### src/rtl/core_pc_pkg.sv
// Shared encodings for the program-counter sequencer: next-PC selects, trap causes and FSM states.
package core_pc_pkg;

  typedef enum logic [1:0] {
    SEL_SEQ    = 2'b00,
    SEL_BRANCH = 2'b01,
    SEL_JAL    = 2'b10,
    SEL_JALR   = 2'b11
  } pc_sel_e;

  typedef enum logic [1:0] {
    CAUSE_NONE     = 2'b00,
    CAUSE_EXT      = 2'b01,
    CAUSE_MISALIGN = 2'b10
  } cause_e;

  typedef enum logic [1:0] {
    ST_RUN  = 2'b00,
    ST_TRAP = 2'b01,
    ST_HALT = 2'b10
  } pc_state_e;

endpackage

### src/rtl/pc_sequencer_if.sv
// Control and observation bundle between the core data path and the PC sequencer.
interface pc_sequencer_if #(
  parameter int XLEN = 32
);
  logic            pc_en;
  logic [1:0]      pc_select;
  logic            comparator;
  logic [XLEN-1:0] immgen_in;
  logic [XLEN-1:0] alu_in;
  logic            trap_req;
  logic            mret;
  logic [XLEN-1:0] pc_value;
  logic [XLEN-1:0] pc_plus4;
  logic [XLEN-1:0] epc;
  logic [1:0]      cause;
  logic            misalign_fault;
  logic            halted;

  modport master (
    output pc_en, pc_select, comparator, immgen_in, alu_in, trap_req, mret,
    input  pc_value, pc_plus4, epc, cause, misalign_fault, halted
  );

  modport slave (
    input  pc_en, pc_select, comparator, immgen_in, alu_in, trap_req, mret,
    output pc_value, pc_plus4, epc, cause, misalign_fault, halted
  );
endinterface

### src/rtl/pc_target_calc.sv
// Combinational next-fetch target and misalignment flag for the current PC.
module pc_target_calc
  import core_pc_pkg::*;
#(
  parameter int XLEN = 32
) (
  input  logic [XLEN-1:0] pc,
  input  logic [1:0]      pc_select,
  input  logic            comparator,
  input  logic [XLEN-1:0] imm,
  input  logic [XLEN-1:0] alu_in,
  output logic [XLEN-1:0] target,
  output logic            misaligned
);

  logic redirect;

  always_comb begin
    redirect = 1'b0;
    target   = pc + XLEN'(4);
    case (pc_sel_e'(pc_select))
      SEL_BRANCH: begin
        if (comparator) begin
          target   = pc + imm;
          redirect = 1'b1;
        end
      end
      SEL_JAL: begin
        target   = pc + imm;
        redirect = 1'b1;
      end
      SEL_JALR: begin
        target   = {alu_in[XLEN-1:1], 1'b0};
        redirect = 1'b1;
      end
      default: ;
    endcase
  end

  // Sequential fetch is always word aligned, so only redirects can fault.
  assign misaligned = redirect && (target[1:0] != 2'b00);

endmodule

### src/rtl/pc_sequencer.sv
// Architectural PC register with trap entry/return and a halt state for nested traps.
//   state   | meaning
//   ST_RUN  | normal execution
//   ST_TRAP | trap handler executing, epc/cause valid
//   ST_HALT | trap taken inside handler; frozen until reset
module pc_sequencer
  import core_pc_pkg::*;
#(
  parameter int              XLEN      = 32,
  parameter logic [XLEN-1:0] RESET_VEC = '0,
  parameter logic [XLEN-1:0] TRAP_VEC  = XLEN'(32'h0000_0100)
) (
  input logic            clk,
  input logic            reset,
  pc_sequencer_if.slave  bus
);

  pc_state_e       state;
  logic [XLEN-1:0] pc_q;
  logic [XLEN-1:0] epc_q;
  cause_e          cause_q;
  logic            fault_q;
  logic            halted_q;
  logic [XLEN-1:0] target;
  logic            misaligned;

  pc_target_calc #(.XLEN(XLEN)) u_target (
    .pc         (pc_q),
    .pc_select  (bus.pc_select),
    .comparator (bus.comparator),
    .imm        (bus.immgen_in),
    .alu_in     (bus.alu_in),
    .target     (target),
    .misaligned (misaligned)
  );

  always_ff @(posedge clk or posedge reset) begin
    if (reset) begin
      state    <= ST_RUN;
      pc_q     <= RESET_VEC;
      epc_q    <= '0;
      cause_q  <= CAUSE_NONE;
      fault_q  <= 1'b0;
      halted_q <= 1'b0;
    end else begin
      fault_q <= 1'b0;
      if (bus.pc_en && state != ST_HALT) begin
        if (bus.trap_req || misaligned) begin
          // An external trap masks a coincident misaligned target.
          fault_q <= misaligned && !bus.trap_req;
          if (state == ST_TRAP) begin
            state    <= ST_HALT;
            halted_q <= 1'b1;
          end else begin
            epc_q   <= pc_q;
            cause_q <= bus.trap_req ? CAUSE_EXT : CAUSE_MISALIGN;
            pc_q    <= TRAP_VEC;
            state   <= ST_TRAP;
          end
        end else if (bus.mret && state == ST_TRAP) begin
          pc_q    <= epc_q;
          cause_q <= CAUSE_NONE;
          state   <= ST_RUN;
        end else begin
          pc_q <= target;
        end
      end
    end
  end

  assign bus.pc_value       = pc_q;
  assign bus.pc_plus4       = pc_q + XLEN'(4);
  assign bus.epc            = epc_q;
  assign bus.cause          = cause_q;
  assign bus.misalign_fault = fault_q;
  assign bus.halted         = halted_q;

endmodule
### src/flat_wrapper.sv
// flat-port wrapper written by rule: the top's interface ports become plain ports
module pc_sequencer_flat import core_pc_pkg::*;
#(
  parameter int              XLEN      = 32,
  parameter logic [XLEN-1:0] RESET_VEC = '0,
  parameter logic [XLEN-1:0] TRAP_VEC  = XLEN'(32'h0000_0100)
)
  (clk, reset, bus_pc_en, bus_pc_select, bus_comparator, bus_immgen_in, bus_alu_in, bus_trap_req, bus_mret, bus_pc_value, bus_pc_plus4, bus_epc, bus_cause, bus_misalign_fault, bus_halted);
  pc_sequencer_if #(.XLEN(XLEN)) bus_i ();
  input logic clk;
  input logic reset;
  input wire logic [$bits(bus_i.pc_en)-1:0] bus_pc_en;
  input wire logic [$bits(bus_i.pc_select)-1:0] bus_pc_select;
  input wire logic [$bits(bus_i.comparator)-1:0] bus_comparator;
  input wire logic [$bits(bus_i.immgen_in)-1:0] bus_immgen_in;
  input wire logic [$bits(bus_i.alu_in)-1:0] bus_alu_in;
  input wire logic [$bits(bus_i.trap_req)-1:0] bus_trap_req;
  input wire logic [$bits(bus_i.mret)-1:0] bus_mret;
  output wire logic [$bits(bus_i.pc_value)-1:0] bus_pc_value;
  output wire logic [$bits(bus_i.pc_plus4)-1:0] bus_pc_plus4;
  output wire logic [$bits(bus_i.epc)-1:0] bus_epc;
  output wire logic [$bits(bus_i.cause)-1:0] bus_cause;
  output wire logic [$bits(bus_i.misalign_fault)-1:0] bus_misalign_fault;
  output wire logic [$bits(bus_i.halted)-1:0] bus_halted;
  assign bus_i.pc_en = bus_pc_en;
  assign bus_i.pc_select = bus_pc_select;
  assign bus_i.comparator = bus_comparator;
  assign bus_i.immgen_in = bus_immgen_in;
  assign bus_i.alu_in = bus_alu_in;
  assign bus_i.trap_req = bus_trap_req;
  assign bus_i.mret = bus_mret;
  assign bus_pc_value = bus_i.pc_value;
  assign bus_pc_plus4 = bus_i.pc_plus4;
  assign bus_epc = bus_i.epc;
  assign bus_cause = bus_i.cause;
  assign bus_misalign_fault = bus_i.misalign_fault;
  assign bus_halted = bus_i.halted;
  pc_sequencer #(.XLEN(XLEN), .RESET_VEC(RESET_VEC), .TRAP_VEC(TRAP_VEC)) u_core (.clk(clk), .reset(reset), .bus(bus_i));
endmodule
### config.mk
export PLATFORM = sky130hd
export DESIGN_NAME = pc_sequencer_flat
export DESIGN_NICKNAME = d
export VERILOG_FILES = /design/src/rtl/core_pc_pkg.sv /design/src/rtl/pc_sequencer_if.sv /design/src/rtl/pc_target_calc.sv /design/src/rtl/pc_sequencer.sv /design/src/flat_wrapper.sv
export SDC_FILE = /design/constraint.sdc
export NUM_CORES = 1
export LEC_CHECK = 0
export CAP_MARGIN = 20
export CELL_PAD_IN_SITES_DETAIL_PLACEMENT = 1
export CELL_PAD_IN_SITES_GLOBAL_PLACEMENT = 1
export CORE_MARGIN = 3
export CORE_UTILIZATION = 38
export CTS_CLUSTER_SIZE = 40
export DETAILED_ROUTE_END_ITERATION = 10
export PLACE_DENSITY = 0.9
export SLEW_MARGIN = 20
export SYNTH_ARGS = -nofsm -noshare
export SYNTH_HDL_FRONTEND = slang
export SYNTH_SLANG_ARGS = --single-unit
### constraint.sdc
create_clock -name clk -period 6.2 [get_ports clk]
set_input_delay 1.24 -clock clk [delete_from_list [all_inputs] [get_ports clk]]
set_output_delay 1.24 -clock clk [all_outputs]
set_load 0.005 [all_outputs]
==> reports/results.ini, run 1 <==
[detailed_routing]
routedWlPerCell_um=23.9
ant_nets=0
drt_iter0_drc=527
drc=0
vias=6411
wl_mm=24.3
first_pass_iters=5
viasPerCell=6.30

[place]
placed_area_sq_um=7640
hpwl_mm=17.5
io_buffers=170
routabilityCongestion=0.901
place_ws_ns=1.27

[timing]
finalClockSkew_ns=0.00830
max_slew.worst_pin.slew_ns=0.973
fmax_mhz=207
fin_crit_ns=4.83
slew_viol_final=0
rsz0062_at_grt=false
relSlewSlack=0.351
fin_crit_sh=0.778
fin_setup_tns_ns=0
hold_viol_final=0
finalSetupViolCount=0
worst_slack_ns=1.37

[layout]
n_antenna_cell=0
syn_to_final_growth_pct=38.3
n_fill_cell=1697
regArea_sq_um=1750
final_area_sq_um=7990
num-nets-final=934
multi_input_area_sq_um=3800
drive_gt1_frac=0.0827

[critical_path]
critPathTopFamily=simple AND/OR/NAND/NOR gates
cp.required_ns=4.96
path_buf_inv=1
cp_slowest_cell=nor3_1
start_kind=flop
crit_cells=6
cpPeakStageDelay_ns=0.78
worstRegToRegCells=10
path_class=flop to output pin
cp-end-kind=output pin
crit_chain=nand4_1, nor3_1, and2b_1, nand3_1, xnor2_1, clkdlybuf4s50_1
path_max_fanout=8
cp.arrival_ns=3.59

[grt]
met2_usage=0.488
gr-total-overflow=0
grt_pass1_vias=6987
grt_pass1_wl_mm=38.6
grt_use_total=0.295
met3_usage=0.0540
grtUsageMet1=0.374
top_usage_layer=met2
grt_max_degree=71
antenna_found_initial=0

[power_and_ir_drop]
clock_power_share=0.158
p_per_area_nw_per_um2=493
power_frac_comb=0.596
total_power_mw=3.94
ir_worst_vdd_v=0.000209
switchingPower_mw=1.73
leakagePower_nw=3.36
sw_frac_of_total=0.439
seq_power_share=0.246
internal_power_mw=2.21

[cts]
cts_root_buffer=clkbuf_16
post_cts_resized=0
clkTransAtPathRegs_ns=0.06
numCtsBuffers=9
clkSinkCount=70
cts.path.max_buffers=2
cts_hold_buf=0
cts_tree=built
clkLatencyLatePin_ns=0.35
cts_setup_buffers=0
htree_levels=3

[run_status]
status=completed

[synthesis]
syn-num-nets=778
synth-edff-count=0
ys_seq_area_frac=0.303
synthesis.area_sq_um=5780
ys_ff_latch=70
netlist_instances=673
synthTopCellsByArea=dfrtp_1, ha_1, mux2_2
synth.most_common_cell=nand2_1
synthDistinctLibCells=63
syn_avg_cell_area_sq_um=8.58
yosysTopAreaCellShare=0.303
synth-async-reset-ratio=1.00
synth_area_leader_cell=dfrtp_1
synth_commonest_cells=nand2_1, dfrtp_1, nor2_1
ys.flop_type=dfrtp_1
ys_warn_count=0

[min_path]
hp-class=flop to flop
worstHoldPathCells=1

[die]
dieArea_sq_um=16700
core-area_sq_um=14700
die_h_um=129
die_x_um=129
rows=44
initial_core_util=0.393
ios=172

[run]
cap_violations=0

-- power by group through the flow --
stage          combinational [mW]  sequential (mW)  clock [mW]
5_1_grt                      2.55             1.01       0.646
4_1_cts                      2.33            0.964       0.626
6_report                     2.34            0.970       0.621
2_1_floorplan                1.31            0.876           0
3_3_place_gp                 2.21            0.951           0
3_5_place_dp                 2.30            0.967           0
-- layout by cell type, fill, tap and decap left out, types with 18 or more instances in the layout --
master | Yosys | final
clkdlybuf4s50_1 | 0 | 170
xnor2_1 | 31 | 31
a221oi_1 | 22 | 22
a21oi_1 | 45 | 44
a21o_1 | 18 | 18
xor2_1 | 18 | 18
nand2_1 | 71 | 71
dfrtp_1 | 70 | 70
ha_1 | 32 | 32
o21ai_0 | 39 | 39
mux2_2 | 29 | 29
nor2_1 | 47 | 47
nand3_1 | 26 | 26
-- sequential cells by signal (all words and copies together), names as in the netlist --
name / count
u_core.bus.cause: 2
u_core.state: 2
u_core.bus.epc: 32
u_core.bus.halted: 1
u_core.bus.pc_value: 32
u_core.bus.misalign_fault: 1
-- cells by family after synthesis --
family / share of synthesized area
AOI/OAI and AO/OA: 0.273
xor gates and xnor gates: 0.0743
adders and majority gates: 0.0728
buffers and inverters: 0.0396
DFF: 0.303
muxes: 0.0617
and+or+nand+nor: 0.176
-- routing by layer --
metal	part of all wire	vias up
met1	0.43	3226
met3	0.065	66
met4	0.033	0
met5	0	-
li1	-	2853
met2	0.48	266
-- per-stage QoR --
| stage | cells | hold slack [ns] | utilization |
|---|---|---|---|
| 3_3_place_gp | 1002 | 0.471 | 0.520 |
| 6_report | 1018 | 0.501 | 0.543 |
| 2_1_floorplan | 673 | 0.468 | - |
| 5_1_grt | 1018 | 0.537 | 0.543 |
| 3_5_place_dp | 1002 | 0.497 | 0.520 |
| 4_1_cts | 1018 | 0.514 | 0.543 |
-- final cells by class --
class / instances / share of cell area
flip-flops and latches: 70 / 0.219
repair buffers: 182 / 0.224
multi-input cells: 548 / 0.476
well taps: 184 / 0.0288
inverters: 18 / 0.00846
clock inverters: 7 / 0.0152
clock buffers: 9 / 0.0282
-- final timing paths --
kind | startpoint | end | slack [ns]
worst max register to register | u_core.bus.pc_value[0] | u_core.bus.cause[1] | 2.58
min in group asynchronous | reset | u_core.bus.halted | 1.52
worst max-delay path | u_core.bus.pc_value[13] | bus_pc_plus4[29] | 1.37
worst min-delay path | u_core.bus.halted | u_core.bus.halted | 0.50
worst min register to register | u_core.bus.halted | u_core.bus.halted | 0.50
max in group asynchronous | reset | u_core.bus.pc_value[14] | 4.06
Power figures use the tool's default switching activity.
==> run 2: changes to the inputs <==
Settings changed: CORE_UTILIZATION 38 to 32, PLACE_DENSITY 0.9 to 0.81.
Clock period 6.2 ns to 4.3 ns, I/O delays scaled along.
==> run 2 against run 1 <==
  * First-iteration DRC count decreased by 24%
  * Critical endpoint is now bus_pc_plus4[22]
  * Worst setup slack got worse by 1.1 ns
  * Combinational power increased by 47%
  * Routed wire length increased by 0.15%
  * Die area increased by 18%
  * Via count decreased by 1.6%
  * Critical path type unchanged
  * Worst hold slack got worse by 0.022 ns
  * Cell area increased by 1.4%
  * Core utilization decreased by 8.0 points
  * Total power increased by 42%
==> reports/results.ini, run 2 (synthesis gave the netlist of run 1 again) <==
[run_status]
status=completed

[min_path]
hold_start=u_core.bus.halted
hp-class=flop to flop
worstHoldPathCells=1
min_to=u_core.bus.halted

[layout]
drive_gt1_frac=0.0978
num-nets-final=950
n_antenna_cell=0
syn_to_final_growth_pct=40.3
final_common_cell=clkdlybuf4s50_1
utilization=0.464
final_cell_mix=clkdlybuf4s50_1, nand2_1, dfrtp_1

[timing]
relSlewSlack=0.503
rsz0062_at_grt=false
max_slew.worst_pin.slew_ns=0.744
worst_slack_ns=0.302
fmax_mhz=250
hold_viol_final=0
fin_setup_tns_ns=0
finalClockSkew_ns=0.00649
finalSetupViolCount=0
fin_crit_ns=4.00
slew_viol_final=0
fin_crit_sh=0.930

[critical_path]
start_kind=flop
reg2reg_slack_ns=0.89
r2r_start=u_core.bus.pc_value[0]
r2r-end=u_core.bus.pc_value[19]
cpMostUsedCell=nand3_1
cp.arrival_ns=3.14
cp.required_ns=3.44
crit_chain=ha_1, nand3_1, nor3_1, nand2_1, inv_1, nand3_1, xnor2_1, clkdlybuf4s50_1
path_class=flop to output pin
cp_slowest_cell=clkdlybuf4s50_1
cpPeakStageDelay_ns=0.57
cp-end-kind=output pin
worstRegToRegCells=10
path_max_fanout=7

[grt]
gr-total-overflow=0
grt_use_total=0.245
grt_pass1_vias=6657
grt_pass1_wl_mm=38.0
antenna_found_initial=0
grt_max_degree=31

[cts]
cts_tree=built
cts_hold_buf=0
clkLatencyLatePin_ns=0.35
htree_levels=3
clkSinkCount=70
post_cts_resized=0
cts_setup_buffers=0
cts_root_buffer=clkbuf_16
cts.path.max_buffers=2
numCtsBuffers=9
clkTransAtPathRegs_ns=0.06

[die]
die_h_um=140
initial_core_util=0.330
die_x_um=140
rows=48
ios=172
dieArea_sq_um=19700
core-area_sq_um=17500

[detailed_routing]
viasPerCell=5.88
drc=0
routedWlPerCell_um=22.7
first_pass_iters=5
drt_iter0_drc=401
wl_mm=24.4
ant_nets=0
vias=6311

[power_and_ir_drop]
leakagePower_nw=3.41
total_power_mw=5.60
p_per_area_nw_per_um2=692
ir_worst_vdd_v=0.000284

[place]
place_ws_ns=0.186
io_buffers=170
hpwl_mm=17.7
routabilityCongestion=0.870

[run]
cap_violations=0

[run 2: changes by cell type in the layout (fill, tap and decap cells not counted), sizes merged]
cell,before,now
clkbuf,9,11
bufinv,3,1
clkinvlp,0,1
buf,12,28
clkinv,3,2
inv,19,18
[run 2: where the power goes]
part | total (mW) | internal (mW) | switching [mW] | leakage, nW
combinational | 3.45 | 1.74 | 1.71 | 2.37
clock | 0.766 | 0.460 | 0.306 | 0.141
sequential | 1.38 | 0.934 | 0.449 | 0.899
[run 2: how the worst max path moves through the flow]
stage	start	to	slack, ns	cells past startpoint
final	u_core.bus.pc_value[2]	bus_pc_plus4[22]	0.30	8
after global routing	u_core.bus.pc_value[12]	bus_pc_plus4[22]	0.12	7
after global placement	bus_immgen_in[0]	u_core.bus.pc_value[19]	0.27	11
after detailed placement	bus_immgen_in[0]	u_core.bus.pc_value[19]	0.19	11
after floorplan	bus_immgen_in[0]	u_core.bus.pc_value[22]	1.07	11
after CTS	u_core.bus.pc_value[12]	bus_pc_plus4[22]	0.30	7
[run 2: final cells by class]
type	instances	area (sq um)
Inverter	18	67.6
Tap cell	225	282
Sequential cell	70	1750
Clock inverter	4	47.5
Clock buffer	11	243
Timing Repair Buffer	198	1910
Multi-Input combinational cell	548	3800
Fill cell	2068	9380
[run 2: worst max-delay path, delay by kind of cell, from the launching register on]
kind                     cells  cell delay [ns]
buffers and inverters        2             0.75
AND/OR/NAND/NOR              4             0.97
adder cells (fa/ha/maj)      1             0.26
flip-flops                   1             0.49
XOR/XNOR                     1             0.30
[run 2: routing by layer]
metal | GRT usage | vias to the layer above | wire length (um) | share of wire
met1 | 0.334 | 3148 | 11100 | 0.46
met2 | 0.404 | 234 | 11500 | 0.47
met3 | 0.0362 | 33 | 1310 | 0.054
met4 | 0.0668 | 0 | 392 | 0.016
met5 | 0 | - | 0 | 0
li1 | - | 2896 | - | -
[run 2: per-stage QoR]
stage                     area, sq um  hold WS [ns]  cells
after floorplan                  5780         0.468    673
after global placement           7810         0.462   1059
after detailed placement         7810         0.463   1059
after CTS                        8100         0.479   1074
after global routing             8100         0.535   1074
final                            8100         0.478   1074
